<file path="config.mk">
export PLATFORM = sky130hd
export DESIGN_NAME = logic_op_pipe
export DESIGN_NICKNAME = d
export VERILOG_FILES = /design/src/rtl/logic_op_pipe.sv
export SDC_FILE = /design/constraint.sdc
export NUM_CORES = 1
export LEC_CHECK = 0
export CORE_MARGIN = 8
export CORE_UTILIZATION = 49
export DETAILED_ROUTE_END_ITERATION = 16
export PLACE_DENSITY = 0.79
export SYNTH_ARGS = -nofsm -noshare
export SYNTH_HDL_FRONTEND = slang
export SYNTH_SLANG_ARGS = --single-unit
</file>
<file path="constraint.sdc">
create_clock -name clk -period 2.3 [get_ports clk]
set_input_delay 0.46 -clock clk [delete_from_list [all_inputs] [get_ports clk]]
set_output_delay 0.46 -clock clk [all_outputs]
set_load 0.02 [all_outputs]
</file>
<file path="src/rtl/logic_op_pipe.sv">
// +----------------------------------------------------------------------------+
// | logic_op_pipe: selectable AND/OR/XOR/NAND on two operands, carried through |
// | a STAGES-deep valid/ready pipe with bubble collapse, zero flag, counter.   |
// | Revision: 1.0                                                              |
// +----------------------------------------------------------------------------+
`default_nettype none

module logic_op_pipe #(
  parameter int WIDTH  = 8,
  parameter int STAGES = 2,
  parameter int CNT_W  = 16
) (
  input  logic             clk,
  input  logic             rst_n,
  input  logic             in_valid,
  output logic             in_ready,
  input  logic [WIDTH-1:0] a,
  input  logic [WIDTH-1:0] b,
  input  logic [1:0]       op,
  output logic             out_valid,
  input  logic             out_ready,
  output logic [WIDTH-1:0] q,
  output logic             q_zero,
  input  logic             cnt_clr,
  output logic [CNT_W-1:0] result_cnt
);

  localparam logic [1:0] OP_AND  = 2'b00;
  localparam logic [1:0] OP_OR   = 2'b01;
  localparam logic [1:0] OP_XOR  = 2'b10;
  localparam logic [1:0] OP_NAND = 2'b11;

  logic [WIDTH-1:0] op_res;
  logic [WIDTH-1:0] dat [STAGES];
  logic [STAGES-1:0] vld;
  logic [STAGES-1:0] can_load;
  logic [CNT_W-1:0] cnt_q;
  logic [CNT_W-1:0] cnt_d;

  always_comb begin
    op_res = '0;
    case (op)
      OP_AND:  op_res = a & b;
      OP_OR:   op_res = a | b;
      OP_XOR:  op_res = a ^ b;
      OP_NAND: op_res = ~(a & b);
      default: op_res = '0;
    endcase
  end

  // Flattened ready chain: stage k can load unless it and every stage after it
  // are full while downstream is stalled.
  genvar k;
  generate
    for (k = 0; k < STAGES; k++) begin : g_stage
      logic [WIDTH-1:0] data_q;
      logic             v_q;
      logic [WIDTH-1:0] d_in;
      logic             v_in;

      assign can_load[k] = out_ready | ~(&vld[STAGES-1:k]);

      if (k == 0) begin : g_first
        assign d_in = op_res;
        assign v_in = in_valid & can_load[0];
      end else begin : g_next
        assign d_in = dat[k-1];
        assign v_in = vld[k-1];
      end

      always_ff @(posedge clk or negedge rst_n) begin
        if (!rst_n) begin
          v_q    <= 1'b0;
          data_q <= '0;
        end else if (can_load[k]) begin
          v_q <= v_in;
          if (v_in) begin
            data_q <= d_in;
          end
        end
      end

      assign dat[k] = data_q;
      assign vld[k] = v_q;
    end
  endgenerate

  assign in_ready  = can_load[0];
  assign out_valid = vld[STAGES-1];
  assign q         = dat[STAGES-1];
  assign q_zero    = ~|dat[STAGES-1];

  always_comb begin
    cnt_d = cnt_q;
    if (cnt_clr) begin
      cnt_d = '0;
    end else if (out_valid && out_ready && (cnt_q != {CNT_W{1'b1}})) begin
      cnt_d = cnt_q + 1'b1;
    end
  end

  always_ff @(posedge clk or negedge rst_n) begin
    if (!rst_n) begin
      cnt_q <= '0;
    end else begin
      cnt_q <= cnt_d;
    end
  end

  assign result_cnt = cnt_q;

endmodule

`default_nettype wire

</file>
# Word-level counts from Yosys, hierarchy flattened
# Index checks and enable logic that the tools add are counted.
dict set report totals {
  word_cells 31
  mem_count 0
  in_bits 23
  latchBits 0
  output_inout_bits 27
  mem_bits_ro 0
  ramBits 0
  register_bits 34
}
dict set report op_classes {
  div 0
  n_mul 0
  n_shift 0
  n_bitwise 9
  order_cmp 0
  n_eq_ne 4
  n_reduce_logical 9
  n_mux 3
  addsub 1
}
# op n
set ops {}
lappend ops {{16-bit 2-to-1 mux} 2}
lappend ops {{8-bit case mux with 4 select lines} 1}
lappend ops {{16-bit by 1-bit adder with 16-bit output (second input constant)} 1}
lappend ops {{16-bit inequality test (second input constant)} 1}
lappend ops {{8-bit AND} 1}
lappend ops {{8-bit inverter} 1}
lappend ops {{8-bit OR} 1}
lappend ops {{8-bit OR reduction} 1}
lappend ops {{8-bit bitwise XOR} 1}
lappend ops {{2-bit AND reduction} 3}
lappend ops {{2-bit == test (second input constant)} 2}
lappend ops {{2-bit by 1-bit == test with 1-bit output (second input constant)} 1}
lappend ops {{1-bit logical AND} 2}
lappend ops {{2-bit zero test} 1}
lappend ops {{1-bit inverter} 2}
lappend ops {{1-bit OR} 2}
lappend ops {{2-bit nonzero test} 1}
lappend ops {{1-bit AND} 1}
lappend ops {{1-bit zero test} 1}

# Depth between registers and ports, before layout
dict set report depth {
  ltp_word 5
  depth_mapped 6
  mapped_depth_nobuf 6
}

# Worst setup path before layout
# Ideal clock, no wire load.
dict set report synth_timing {
  path_kind {reg-to-reg}
  start {register g_stage[1].v_q (netlist: out_valid)}
  end {register cnt_q[15] (netlist: result_cnt[15])}
  slack_ps 289
  setup_time_ps 128
  arrival_ps 1883
  path_stages_with_launch 6
  cell_sequence {dfrtp_1 -> nand2_1 -> or4_1 -> buf_2 -> nor4b_1 -> mux2_1}
}
dict set report synth_via {
  elab_chain_len 3
}
# element line_no
set synth_lines {}
lappend synth_lines {{start: declaration} 57} ;# logic v_q;
lappend synth_lines {{start signal: assignment} 76} ;# v_q <= v_in;
lappend synth_lines {{1-bit logical AND (2 in a row)} 97} ;# end else if (out_valid && out_ready && (cnt_q != {CNT_W{1'b1}})) begin
lappend synth_lines {{2-bit nonzero test (no source line)} n/a}
lappend synth_lines {{end signal: assignment} 106} ;# cnt_q <= cnt_d;
lappend synth_lines {{end: declaration} 37} ;# logic [CNT_W-1:0] cnt_q;
# No other way between the ends.
# A chain may end at the register's enable or synchronous reset.

# Worst setup path in the final report
dict set report layout_timing {
  start {register g_stage[1].data_q[5] (netlist: q[5])}
  end {output q_zero}
}
dict set report layout_via {
  elab_chain_len 2
}
# element line_no
set layout_lines {}
lappend layout_lines {{start: declaration} 56} ;# logic [WIDTH-1:0] data_q;
lappend layout_lines {{start signal: assignment} 78} ;# data_q <= d_in;
lappend layout_lines {{8-bit OR reduction} 91} ;# assign q_zero = ~|dat[STAGES-1];
lappend layout_lines {{1-bit zero test} 91}
lappend layout_lines {{end: declaration} 23} ;# output logic q_zero,
# No other way between the ends.

==> results.md <==
* RSZ-0062 raised after global routing: no
* Area growth syn-to-layout at 32.2%
* Setup Skew at ~2.2 ps
* Final Cycle Share at 0.956
* CORE AREA at 4000 um^2
* Syn Std Cell Area at 2030 um^2
* Power per Cell Area at approximately 560 nW/um^2
* Post-CTS Hold Buffers at 0
* Post-synth EDFFs at 0
* Dpl hpwl at ~3500 um
* Sw Pwr at 430 uW
* Synth Instances at roughly 220
* Largest net degree at the start of global routing at 35
* Slew Viols, Final at 0
* Worst r2r path cells at 5
* Overflow after GRT at 0
* Starting Density at 0.508
* Drc violations at 0
* Hold Path End: g_stage[0].data_q[4]$_DFFE_PN0P_
* Internal power at about 1.1 mW
* Maximum clock rate at around 450 MHz
* Flop pwr share at 0.478
* Worst-Skew Late Latency at roughly 280 ps
* CTS clk-pin slew, worst paths at ~60 ps
* H-tree depth at 2
* Global Route Usage Sum at 0.148
* Cell Rows at 23
* Yosys top cell area share at 0.419
* Syn_nets at between 200 and 300
* Clock power share at 0.270
* Hold_ws at 474 ps
* Max clock buf depth at 2
* Vias in the first global route at 1812
* Share of cells above drive strength 1 at 0.0827
* WP data required at approximately 1800 ps
* Status: finished clean
* Die footprint at approximately 6500 um^2
* Rel. slew slack at 0.560
* Die X at 80.4 um
* Reg-to-Reg Start: result_cnt[0]$_DFFE_PN0P_
* P_leak at between 1 and 1.5 nW
* First-pass GRT wire length at ~7700 um
* Diode count at 0
* Worst setup EP type: output pin
* Via count at roughly 1800
* Reg-to-reg slack, setup at ~280 ps
* Switching share of power at 0.287
* Initial antenna violation count at 0
* Crit-path max FO at 3
* Crit path kind: reg2out
* Final ANT Viol Nets at 0
* Post-synth ARST share at 1.00
* Worst reg2reg path endpoint: result_cnt[12]$_DFFE_PN0P_
* DRT Wirelength at about 4300 um
* I/O Buffers at between 40 and 50
* CTS tree: done
* CP arrival at about 1700 ps
* Worst slew pin tran at 655 ps
* HP Class: reg2reg
* Yosys reg bits at 34
* Fin crit period at 2200 ps
* Final Hold Viols at 0
* Combinational group share of total power at 0.252
* CP Launch Point: q[5]$_DFFE_PN0P_
* Seq/Total Area, Yosys at 0.419
* Synth area leaders: dfrtp_1, ha_1, a21oi_1
* IO Count at 50
* Final setup vio count at 0
* Synth area leader: dfrtp_1
* Hold_sp: g_stage[0].data_q[4]$_DFFE_PN0P_
* First drt pass iteration count at 4
* Distinct cells, synth at 28
* Total CTS buffers at 5
* Ys flop type: dfrtp_1
* Root Buffer: clkbuf_8
* Vias per Instance at between 5 and 6
* Iter 0 DRT Violations at 84
* # clock sinks at 34
* Layout net count at 318
* Startpoint types: flip-flop
* Mean Syn Cell Area at approximately 9.1 um^2
* Gp weighted congestion at 0.839
* Hold depth at 2
* Synth warnings at 0
* Wire per inst at between 10 and 15 um
* VDD IR max at between 200 and 300 uV
* Share of the core filled with cells at 0.671
* Max-cap violations at 0
* Die Y at 80.4 um
==> kinds of logic (layout without fill, tap and decap cells) <==
group | Yosys count | count (layout) | share of synthesized area
buffers and inverters | 32 | 86 | 0.0598
adder cells (fa/ha/maj) | 17 | 17 | 0.105
AO/OA/AOI/OAI | 56 | 56 | 0.157
multiplexers | 14 | 14 | 0.0746
flip-flops | 34 | 34 | 0.419
AND/OR/NAND/NOR | 71 | 71 | 0.185
==> synth_stat cells, types with 5 or more instances <==
master and n:
dfrtp_1 34, a21oi_1 26, inv_1 22, ha_1 17
nand2_1 16, nor2_1 15, o21ai_0 15, or3_1 11
clkbuf_1 8, mux2_2 8, or4_1 8, a211oi_1 7
o31ai_1 7, mux2i_1 5
==> critical path, stage by stage, from the launching register on <==
cell and delay (ps):
dfrtp_1 390, or4_1 540, nor2_1 160, dlygate4sd2_1 360
==> through the flow <==
step | setup WS [ps] | instance area [um^2] | setup TNS, ps | total power, mW | cells
after floorplan | 289 | 2030 | 0 | 0.913 | 224
after global placement | -107 | 2610 | -207 | 1.10 | 321
after detailed placement | -140 | 2610 | -361 | 1.11 | 321
after CTS | 39.9 | 2680 | 0 | 1.52 | 328
after global routing | 27.3 | 2690 | 0 | 1.59 | 328
final | 100 | 2690 | 0 | 1.49 | 328
==> state kept, by name (all words and copies together) (netlist names) <==
signal and cells:
g_stage.data_q 8, result_cnt 16, g_stage.v_q 1, out_valid 1
q 8
==> power by group through the flow <==
| stage | combinational, mW | clock (mW) | sequential (mW) |
|---|---|---|---|
| floorplan | 0.146 | 0 | 0.768 |
| global placement | 0.374 | 0 | 0.724 |
| detailed placement | 0.385 | 0 | 0.727 |
| CTS | 0.384 | 0.418 | 0.715 |
| global route | 0.413 | 0.451 | 0.723 |
| finish | 0.377 | 0.404 | 0.714 |
==> per-layer routing <==
| layer | global-route usage | wire length (um) | up-vias | part of all wire |
|---|---|---|---|---|
| met3 | 0.0502 | 294 | 10 | 0.068 |
| met4 | 0.0600 | 78 | 0 | 0.018 |
| met1 | 0.151 | 1720 | 844 | 0.40 |
| li1 | - | - | 901 | - |
| met2 | 0.266 | 2230 | 53 | 0.52 |
| met5 | 0 | 0 | - | 0 |
==> cell type report <==
cell class	instances	area, um^2
Multi-Input combinational cell	158	1060
Tap cell	50	62.6
Sequential cell	34	851
Fill cell	345	1320
Inverter	22	82.6
Clock inverter	2	10.0
Clock buffer	5	68.8
Timing Repair Buffer	57	552
==> how the worst max path moves through the flow <==
stage | to | slack, ps | depth (start not counted)
after floorplan | result_cnt[15]$_DFFE_PN0P_ | 290 | 5
after global placement | result_cnt[15]$_DFFE_PN0P_ | -110 | 5
after detailed placement | result_cnt[15]$_DFFE_PN0P_ | -140 | 5
after CTS | in_ready | 40 | 4
after global routing | q_zero | 30 | 3
final | q_zero | 100 | 3
==> timing repair <==
| item | 4_1_cts | 5_1_grt |
|---|---|---|
| setup buffers | 0 | 0 |
| gates resized for setup | 1 | 1 |
| endpoints found under the setup margin | 1 | 1 |
==> placed cells by master (no fill, tap or decap) <==
cell type,instances
a211oi_1,7
a21oi_1,26
a41oi_1,1
and2_1,1
and4_1,1
buf_4,8
clkbuf_8,5
clkdlybuf4s50_1,47
clkinv_2,2
dfrtp_1,34
dlygate4sd2_1,1
dlymetal6s2s_1,1
ha_1,17
inv_1,22
mux2_1,1
mux2_2,8
mux2i_1,5
nand2_1,16
nand2b_1,3
nand3_1,4
nand3b_1,2
nand4_1,4
nor2_1,15
nor2b_1,1
nor3_1,3
nor4_1,1
nor4b_1,1
o21ai_0,15
o31ai_1,7
or3_1,11
or4_1,8
(Power assumes the default switching activity.)
